===== config.mk =====
export PLATFORM = sky130hd
export DESIGN_NAME = proc_ctrl
export DESIGN_NICKNAME = d
export VERILOG_FILES = /design/src/rtl/proc_pkg.sv /design/src/rtl/proc_ctrl_dec3to8.sv /design/src/rtl/proc_ctrl.sv
export SDC_FILE = /design/constraint.sdc
export NUM_CORES = 1
export LEC_CHECK = 0
export ABC_AREA = 1
export CAP_MARGIN = 30
export CORE_UTILIZATION = 54
export DETAILED_ROUTE_END_ITERATION = 8
export DONT_BUFFER_PORTS = 1
export GPL_TIMING_DRIVEN = 0
export HOLD_SLACK_MARGIN = 0.06
export PLACE_DENSITY = 0.66
export SYNTH_ARGS = -nofsm -noshare
export SYNTH_HDL_FRONTEND = slang
export SYNTH_SLANG_ARGS = --single-unit

===== constraint.sdc =====
create_clock -name Clock -period 3.2 [get_ports Clock]
set_input_delay 0.8 -clock Clock [delete_from_list [all_inputs] [get_ports Clock]]
set_output_delay 0.8 -clock Clock [all_outputs]
set_load 0.05 [all_outputs]

===== src/rtl/proc_pkg.sv =====
// ============================================================================
// Module : proc_pkg
// Brief  : Shared opcodes, time-step encoding and IR field helpers.
// Rev    : 1.0
// ============================================================================
`default_nettype none

package proc_pkg;

    localparam int IR_W = 9;
    localparam int NREG = 8;

    localparam logic [2:0] OP_MV  = 3'b000;
    localparam logic [2:0] OP_MVI = 3'b001;
    localparam logic [2:0] OP_ADD = 3'b010;
    localparam logic [2:0] OP_SUB = 3'b011;

    typedef enum logic [1:0] {
        T0 = 2'd0,
        T1 = 2'd1,
        T2 = 2'd2,
        T3 = 2'd3
    } tstep_t;

    function automatic logic [2:0] ir_opc(input logic [IR_W-1:0] ir);
        return ir[8:6];
    endfunction

    function automatic logic [2:0] ir_x(input logic [IR_W-1:0] ir);
        return ir[5:3];
    endfunction

    function automatic logic [2:0] ir_y(input logic [IR_W-1:0] ir);
        return ir[2:0];
    endfunction

endpackage

`default_nettype wire


===== src/rtl/proc_ctrl_dec3to8.sv =====
// ============================================================================
// Module : dec3to8
// Brief  : 3-to-8 register-select decoder with enable; bit 0 = R0.
// Rev    : 1.0
// ============================================================================
`default_nettype none

module dec3to8 (
    input  logic [2:0] W,
    input  logic       En,
    output logic [0:7] Y
);

    always_comb begin
        Y = '0;
        if (En) begin
            Y[W] = 1'b1;
        end
    end

endmodule

`default_nettype wire


===== src/rtl/proc_ctrl.sv =====
// ============================================================================
// Module : proc_ctrl
// Brief  : Processor control unit: IR latch and T0..T3 step sequencer.
// Rev    : 1.0
// ============================================================================
`default_nettype none

module proc_ctrl
    import proc_pkg::*;
(
    input  logic            Clock,
    input  logic            Reset,
    input  logic            Run,
    input  logic [IR_W-1:0] Instr,
    output logic [0:7]      Rin,
    output logic [0:7]      Rout,
    output logic            Ain,
    output logic            Gin,
    output logic            Gout,
    output logic            DINout,
    output logic            AddSub,
    output logic            Done,
    output logic [1:0]      Tstep
);

    tstep_t          r_state;
    tstep_t          w_next;
    logic [IR_W-1:0] r_ir;

    logic [2:0]      w_opc;
    logic            w_x_en;
    logic            w_y_en;
    logic            w_x_to_rin;
    logic            w_x_to_rout;
    logic [0:7]      w_xdec;
    logic [0:7]      w_ydec;

    assign w_opc = ir_opc(r_ir);

    always_ff @(posedge Clock or posedge Reset) begin
        if (Reset) begin
            r_state <= T0;
            r_ir    <= '0;
        end else begin
            r_state <= w_next;
            if (r_state == T0 && Run) begin
                r_ir <= Instr;
            end
        end
    end

    // The X decoder feeds either Rin or Rout depending on step; Y only feeds Rout.
    always_comb begin
        w_next      = r_state;
        w_x_en      = 1'b0;
        w_y_en      = 1'b0;
        w_x_to_rin  = 1'b0;
        w_x_to_rout = 1'b0;
        Ain         = 1'b0;
        Gin         = 1'b0;
        Gout        = 1'b0;
        DINout      = 1'b0;
        AddSub      = 1'b0;
        Done        = 1'b0;
        case (r_state)
            T0: begin
                if (Run) begin
                    w_next = T1;
                end
            end
            T1: begin
                case (w_opc)
                    OP_MV: begin
                        w_y_en     = 1'b1;
                        w_x_en     = 1'b1;
                        w_x_to_rin = 1'b1;
                        Done       = 1'b1;
                        w_next     = T0;
                    end
                    OP_MVI: begin
                        DINout     = 1'b1;
                        w_x_en     = 1'b1;
                        w_x_to_rin = 1'b1;
                        Done       = 1'b1;
                        w_next     = T0;
                    end
                    OP_ADD, OP_SUB: begin
                        w_x_en      = 1'b1;
                        w_x_to_rout = 1'b1;
                        Ain         = 1'b1;
                        w_next      = T2;
                    end
                    default: begin
                        Done   = 1'b1;
                        w_next = T0;
                    end
                endcase
            end
            T2: begin
                w_y_en = 1'b1;
                Gin    = 1'b1;
                AddSub = r_ir[6];
                w_next = T3;
            end
            T3: begin
                Gout       = 1'b1;
                w_x_en     = 1'b1;
                w_x_to_rin = 1'b1;
                Done       = 1'b1;
                w_next     = T0;
            end
            default: begin
                w_next = T0;
            end
        endcase
    end

    dec3to8 u_dec_x (
        .W  (ir_x(r_ir)),
        .En (w_x_en),
        .Y  (w_xdec)
    );

    dec3to8 u_dec_y (
        .W  (ir_y(r_ir)),
        .En (w_y_en),
        .Y  (w_ydec)
    );

    assign Rin   = w_x_to_rin  ? w_xdec : '0;
    assign Rout  = (w_x_to_rout ? w_xdec : '0) | w_ydec;
    assign Tstep = r_state;

endmodule

`default_nettype wire


# --- Word-level counts from Yosys, hierarchy flattened ---
# Cells that the tools add are included.
op_classes:
  bitwise_logic: 3
  n_eq_ne: 7
  n_lt_le_gt_ge: 4
  muxes: 26
  n_reduce_logical: 8
op_table:
  columns: ["operator", "count"]
  rows:
  - ["$mux 8", 4]
  - ["$mux 1", 13]
  - ["$ge 4x4->1 const B", 2]
  - ["$lt 4x1->1 const B", 2]
  - ["$not 3->4", 2]
  - ["$or 8x8->8", 1]
  - ["$pmux 1 s2", 4]
  - ["$pmux 2 s4", 1]
  - ["$demux 1 s3", 2]
  - ["$eq 3x2->1 const B", 2]
  - ["$eq 2x2->1 const B", 2]
  - ["$mux 2", 2]
  - ["$reduce_or 2->1", 2]
  - ["$reduce_or 4->1", 1]
  - ["$eq 3x1->1 const B", 1]
  - ["$logic_and 1x1->1", 3]
  - ["$logic_not 3->1", 1]
  - ["$eq 2x1->1 const B", 1]
  - ["$logic_not 2->1", 1]
  - ["$ne 2x2->1 const B", 1]
word_totals:
  elab_cells: 50
  regBits: 11
  inputBits: 12
  out_inout_bits: 24

# --- Depth between registers and ports, before layout ---
# Gate-level depths: netlist (run 1).
logic_depth:
  ltp_word: 8
  depth_mapped: 8
  depth_no_buf: 8

# --- Cells and area by module ---
# Synthesis (run 1) repeated with hierarchy kept, for this count alone.
hier_totals:
  cells_unflattened: 135
  hier_area_um2: 900.9
by_module_without_submodules:
  columns: ["module", "n_inst", "area_each_um2", "seq_area_each_um2", "cells_each"]
  rows:
  - ["proc_ctrl", 1, 773.2, 275.3, 101]
  - ["dec3to8", 2, 63.8, 0.0, 17]

# --- Worst setup path before layout (run 1) ---
# Ideal clock, no wire load.
synth_path:
  kind: "register to output"
  from: "register with a tool-made name"
  to: "output Rin[2] in the netlist's numbering"
  arrival_time_ns: 2.327
  path_stages_with_launch: 6
  setup_slack_ns: 0.073
  n_path_buf: 0
  required_time_ns: 2.400
  path_cell_list: "dfrtp_1 > ha_1 > inv_1 > o21ai_2 > nand2_1 > nor2_1"
synth_rtl:
  columns: ["item", "line_no", "source"]
  rows:
  - ["end: declaration", "proc_ctrl.sv:15", "output logic [0:7] Rin,"]

==> results.yml, run 1 <==
pwr:
  power.share.clock: 0.083
  powerDensity_nw_per_um2: 1140
  vdd_drop_max_uv: 679
  pwr-share-seq: 0.320
  swShare: 0.618
  power.leakage_nw: 0.462
  power.internal_w: 0.000406
  p_switching_w: 0.000656
  p_comb_frac: 0.597
setup_path:
  worstSetupEndpointType: "output port"
  cpPeakStageDelay_ns: 0.72
  critPathMaxFanout: 8
  slowest_stage: "nor2_1"
  critPathMostFrequentCell: "inv_1"
  reg2reg_slack_ns: 1.57
  cp-start-kind: "flip-flop"
  required_ns: 2.40
  cp.arrival_ns: 2.18
  cp_num_buf_inv: 2
  path_cells: "inv_1, ha_1, inv_1, nor2_4, a21oi_4, nor2_1"
  crit_type: "reg -> out"
  crit_family: "simple AND/OR/NAND/NOR gates"
finish:
  finalNetCount: 153
  layout-drive-gt1-share: 0.185
  post-route-util: 0.673
  n_antenna_cell: 0
  syn_to_final_growth_pct: 9.09
  stdcell_count: 150
cts:
  htree_levels: 1
  numCtsBuffers: 3
  cts_sinks: 11
  cts.root.buffer_cell: "clkbuf_4"
  cts_tree: "built"
  postCtsSetupBuffers: 0
  cts_buffer_depth: 2
  clock_latency_ns: 0.26
  clk_pin_slew_ns: 0.06
drt:
  via_count: 830
  dr.pass1.iters: 4
  drc: 0
  ant_nets: 0
  post_drt_wl_per_cell_um: 12.1
  vias_per_cell: 5.53
  drtIter0Drc: 27
  drt-total-wl_mm: 1.82
global_route:
  antenna_found_initial: 0
  grt_max_degree: 12
  grt_usage: 0.219
  use_met1: 0.318
  met3_usage: 0.0348
  grt_pass1_vias: 720
  grt_pass1_wl_mm: 2.95
  grt-ovfl-total: 0
  grt_use_met2: 0.319
  busiest_layer: "met2"
timing:
  drv_slew: 0
  setup_viol: 0
  worst_pin_slew_ns: 0.914
  fin_crit_ns: 2.98
  fin_tns_setup_ns: 0
  finalClockSkew_ns: 0.000588
  slew_headroom: 0.389
  hold_ws_ns: 0.414
  fin_crit_sh: 0.930
  timing.fmax_mhz: 336
  rsz0062_at_grt: "no"
  hold_violations: 0
  fin_ws_ns: 0.223
floorplanning:
  core_region_area_um2: 1380
  die_area_um2: 1740
  num_io_pins: 36
  start_util: 0.617
  dieWidth_um: 41.8
  rows: 13
  die_h_um: 41.8
placed_design:
  dp.cells: 146
  pre_cts_slack_ns: -0.0271
  portBuffers: 0
  routabilityCongestion: 0.802
  hpwl_mm: 1.45
synth:
  muxShareOfSynthArea: 0
  synth_cell_types: 19
  yosysWarnings: 0
  synthCells: 131
  synth-seq-cells: 11
  synth_top_family_by_area: "simple AND/OR/NAND/NOR gates"
  synthAdderAreaFrac: 0.0733
  synth_xor_area_frac: 0
  synth-simple-area-share: 0.406
  netlist_area_um2: 853
  synthesis.nets: 148
  synth_compound_area_frac: 0.0997
  syn_area_per_cell_um2: 6.51
  ys_seq_area_frac: 0.323
outcome:
  outcome: "finished clean"
worst_hold_path:
  hold_path.class: "in -> async"
flow_run:
  maxCapViolations: 0
[flip-flops by register name, summed over array words and instances, names as in the netlist, named ones only]
| signal | count |
|---|---|
| Tstep | 1 |
| r_ir | 9 |
[routing by layer]
metal  part of all wire  routed length, um  vias up
li1                   -                  -      423
met1               0.47                862      358
met2               0.41                753       45
met3              0.098                177        4
met4              0.012                 22        0
met5                  0                  0        -
[power groups by stage]
| stage | sequential (W) | clock (W) | combinational (W) |
|---|---|---|---|
| 2_1_floorplan | 0.000317 | 0 | 0.000531 |
| 3_3_place_gp | 0.000333 | 0 | 0.000604 |
| 3_5_place_dp | 0.000338 | 0 | 0.000615 |
| 4_1_cts | 0.000335 | 0.0000929 | 0.000624 |
| 5_1_grt | 0.000351 | 0.0000983 | 0.000700 |
| 6_report | 0.000340 | 0.0000884 | 0.000633 |
[cells in the mapped netlist]
cell type	n	area, um^2
o21ai_2	1	8.76
nand2_1	27	101
ha_1	5	62.6
dfrtp_1	11	275
a21oi_1	8	40.0
o21ai_0	4	20.0
and3_1	1	6.26
inv_2	1	3.75
inv_1	17	63.8
nand3_1	16	80.1
or2_0	2	12.5
buf_2	1	5.00
nor3_1	5	25.0
nor2_4	1	11.3
clkbuf_1	1	3.75
a21oi_4	1	16.3
nor2_1	26	97.6
nand2_2	2	12.5
buf_4	1	7.51
[cell families (layout without fill, tap and decap cells)]
logic type,Yosys count,count (layout)
AND/OR/NAND/NOR,80,80
buffers and inverters,21,25
AO/OA/AOI/OAI,14,14
flip-flops,11,11
adder cells (fa/ha/maj),5,5
[area by class of cell]
| cell class | instances | area [um^2] |
|---|---|---|
| buffer | 3 | 16.3 |
| clock buffer | 4 | 26.3 |
| fill | 134 | 452 |
| inverter | 18 | 67.6 |
| multi-input combinational | 99 | 524 |
| sequential | 11 | 278 |
| tap | 15 | 18.8 |
[worst paths after layout]
kind	start	to	depth (start not counted)
worst max-delay path	flip-flop	Rin[5]	6
worst min-delay path	Reset	r_ir[3]	1
worst max register to register	Tstep[0]	r_ir[0]	6
worst min register to register	r_ir[6]	r_ir[6]	2
max in group asynchronous	Reset	async pin	1
min in group Clock	r_ir[6]	r_ir[6]	2
[per-stage QoR]
stage	cell area (um^2)	power (W)
after global placement	872	0.000937
after detailed placement	872	0.000952
final	931	0.00106
after CTS	911	0.00105
after floorplan	853	0.000848
after global routing	931	0.00115
[what timing repair did]
| action | in CTS | in global routing |
|---|---|---|
| resized for setup | 5 | 9 |
| hold buffers | 0 | 0 |
| endpoints found under the setup margin | 12 | 14 |
[cell usage in the layout, fill, tap and decap left out]
cell / count
nor3_1: 5
o21ai_2: 1
a21oi_4: 1
clkbuf_4: 3
inv_1: 17
or2_0: 2
dfrtp_1: 9
buf_4: 1
nor2_2: 4
nand2_1: 21
and3_1: 1
nor2_4: 1
nor2_1: 22
ha_1: 3
inv_2: 1
nand3_1: 16
clkbuf_1: 2
o21ai_0: 4
nand2_2: 8
dfrtp_2: 2
a21oi_1: 8
buf_2: 1
ha_2: 2
No activity file was read; power rests on OpenSTA's default activity.
==> run 2: changes to the inputs <==
ABC_AREA = 0   (was 1)
CORE_AREA = 2 2 39 41   (was unset)
CORE_UTILIZATION = unset   (was 54)
DIE_AREA = 0 0 41 43   (was unset)
PLACE_DENSITY = 0.67   (was 0.66)
==> results.yml, run 2 <==
outcome:
  outcome: "finished with violations"
  failed_checks: "negative setup slack"
synth:
  netlist_area_um2: 728
  synth_cell_types: 24
  syn_area_per_cell_um2: 10.3
  synth_top_area_share: 0.378
  synth_commonest_cells: "dfrtp_1 (11), mux2_2 (10), nor2_1 (9)"
  yosysMostFrequentCell: "dfrtp_1"
  synthesis.nets: 88
  synth_top_cells_by_area: "dfrtp_1 (38%), mux2_2 (15%), ha_1 (8.6%)"
  yosysTopAreaCell: "dfrtp_1"
  postSynth.asyncResetShare: 1.00
  ys_seq_area_frac: 0.378
  synth_edf_count: 0
  synthCells: 71
  synth-seq-cells: 11
  synth_ff_type: "dfrtp_1"
  yosysWarnings: 0
timing:
  fin_crit_sh: 1.00
  rsz0062_at_grt: "yes"
  timing.fmax_mhz: 312
  hold_violations: 0
  fin_crit_ns: 3.21
  setup_viol: 2
  worst_pin_slew_ns: 0.892
  drv_slew: 0
  finalClockSkew_ns: 0.00192
  fin_ws_ns: -0.00820
  slew_headroom: 0.403
setup_path:
  rr_startpoint: "Tstep[0]"
  crit_type: "reg -> out"
  reg2reg_slack_ns: 1.44
  critPathMaxFanout: 5
  r2r_end: "r_ir[1]"
  slowest_stage: "nor2_1"
  reg2reg_depth: 4
  cp-start-kind: "flip-flop"
  worstSetupEndpointType: "output port"
  cp.arrival_ns: 2.41
  cpPeakStageDelay_ns: 0.73
  required_ns: 2.40
  path_cells: "inv_1, ha_1, nor3b_1, o21ai_1, nor2_1"
cts:
  numCtsBuffers: 3
  cts_sinks: 11
  cts_hold_buf: 0
  cts.root.buffer_cell: "clkbuf_4"
  clk_pin_slew_ns: 0.06
  clock_latency_ns: 0.26
  htree_levels: 1
  cts_tree: "built"
  cts_buffer_depth: 2
finish:
  largest-register: "r_ir"
  fillCellCount: 117
  syn_to_final_growth_pct: 21.5
  seq_area_um2: 278
  multi_input_area_um2: 519
  mostFrequentLayoutCell: "mux2_2"
  stdcell_count: 95
  n_antenna_cell: 0
  largest_reg_flops: 9
  layout-drive-gt1-share: 0.354
  finalNetCount: 97
  layout_common_cells: "mux2_2 (10), nor2_1 (9), dfrtp_1 (9)"
floorplanning:
  dieWidth_um: 41
  rows: 14
  start_util: 0.526
  core_region_area_um2: 1380
  die_h_um: 43
  die_area_um2: 1760
  num_io_pins: 36
flow_run:
  maxCapViolations: 0
drt:
  post_drt_wl_per_cell_um: 16.0
  drc: 0
  ant_nets: 0
  drt-total-wl_mm: 1.52
  via_count: 555
  dr.pass1.iters: 4
  drtIter0Drc: 13
  vias_per_cell: 5.84
global_route:
  grt_pass1_vias: 518
  antenna_found_initial: 0
  grt_max_degree: 12
  grt-ovfl-total: 0
  grt_pass1_wl_mm: 2.33
  grt_usage: 0.202
placed_design:
  routabilityCongestion: 0.718
  pre_cts_slack_ns: -0.0185
  portBuffers: 0
  hpwl_mm: 1.25
  dp.cells: 91
worst_hold_path:
  hold_path.class: "in -> async"
==> run 2: critical path, delay by kind of cell (launching register included) <==
| family | cells | cell delay, ns |
|---|---|---|
| AOI/OAI and AO/OA | 1 | 0.18 |
| and+or+nand+nor | 2 | 1.06 |
| adders and majority gates | 1 | 0.21 |
| DFF | 1 | 0.53 |
| buffers and inverters | 1 | 0.16 |
==> run 2: logic make-up after synthesis <==
logic type,synth area share
adder cells (fa/ha/maj),0.0859
AND/OR/NAND/NOR,0.242
multiplexers,0.155
flip-flops,0.378
buffers and inverters,0.0155
AO/OA/AOI/OAI,0.124
==> run 2: through the flow <==
| stage | util | instance area (um^2) | TNS, ns | hold slack (ns) |
|---|---|---|---|---|
| global placement | 0.546 | 756 | -1.59 | 0.547 |
| finish | 0.639 | 885 | -0.0119 | 0.404 |
| global route | 0.639 | 885 | -1.57 | 0.442 |
| floorplan | - | 736 | -1.03 | 0.529 |
| detailed placement | 0.584 | 808 | -0.0533 | 0.555 |
| CTS | 0.639 | 885 | -0.122 | 0.410 |
==> run 2: metal layers <==
metal,vias to the layer above,GRT usage,share of wire
met1,255,0.266,0.44
li1,275,-,-
met4,0,0.100,0.020
met2,21,0.309,0.48
met5,-,0,0
met3,4,0.0314,0.060
==> run 2: worst max-delay path by stage <==
stage | startpoint | end | slack, ns | cells past startpoint
finish | flip-flop | Rin[3] | -0.008 | 5
global route | flip-flop | Rin[3] | -0.21 | 5
CTS | flip-flop | Rin[5] | -0.02 | 5
detailed placement | Tstep[0] | Rout[1] | -0.02 | 4
global placement | Tstep[0] | Rout[1] | -0.45 | 4
floorplan | Tstep[0] | Rout[1] | -0.34 | 4
==> run 2: repair_timing <==
| item | CTS | global route |
|---|---|---|
| endpoints found under the hold margin | 0 | 0 |
| setup buffers | 0 | 0 |
| endpoints found under the setup margin | 12 | 8 |
| resized for setup | 7 | 0 |
==> run 2: cell type report <==
type                            count  share of cell area
Clock buffer                        4              0.0297
Inverter                            3              0.0127
Multi-Input combinational cell     57               0.587
Sequential cell                    11               0.314
Tap cell                           16              0.0226
Timing Repair Buffer                4              0.0339
Power of run 2 is not shown: default switching activity piles up to over one toggle a cycle in this logic, so the estimate is an artifact.
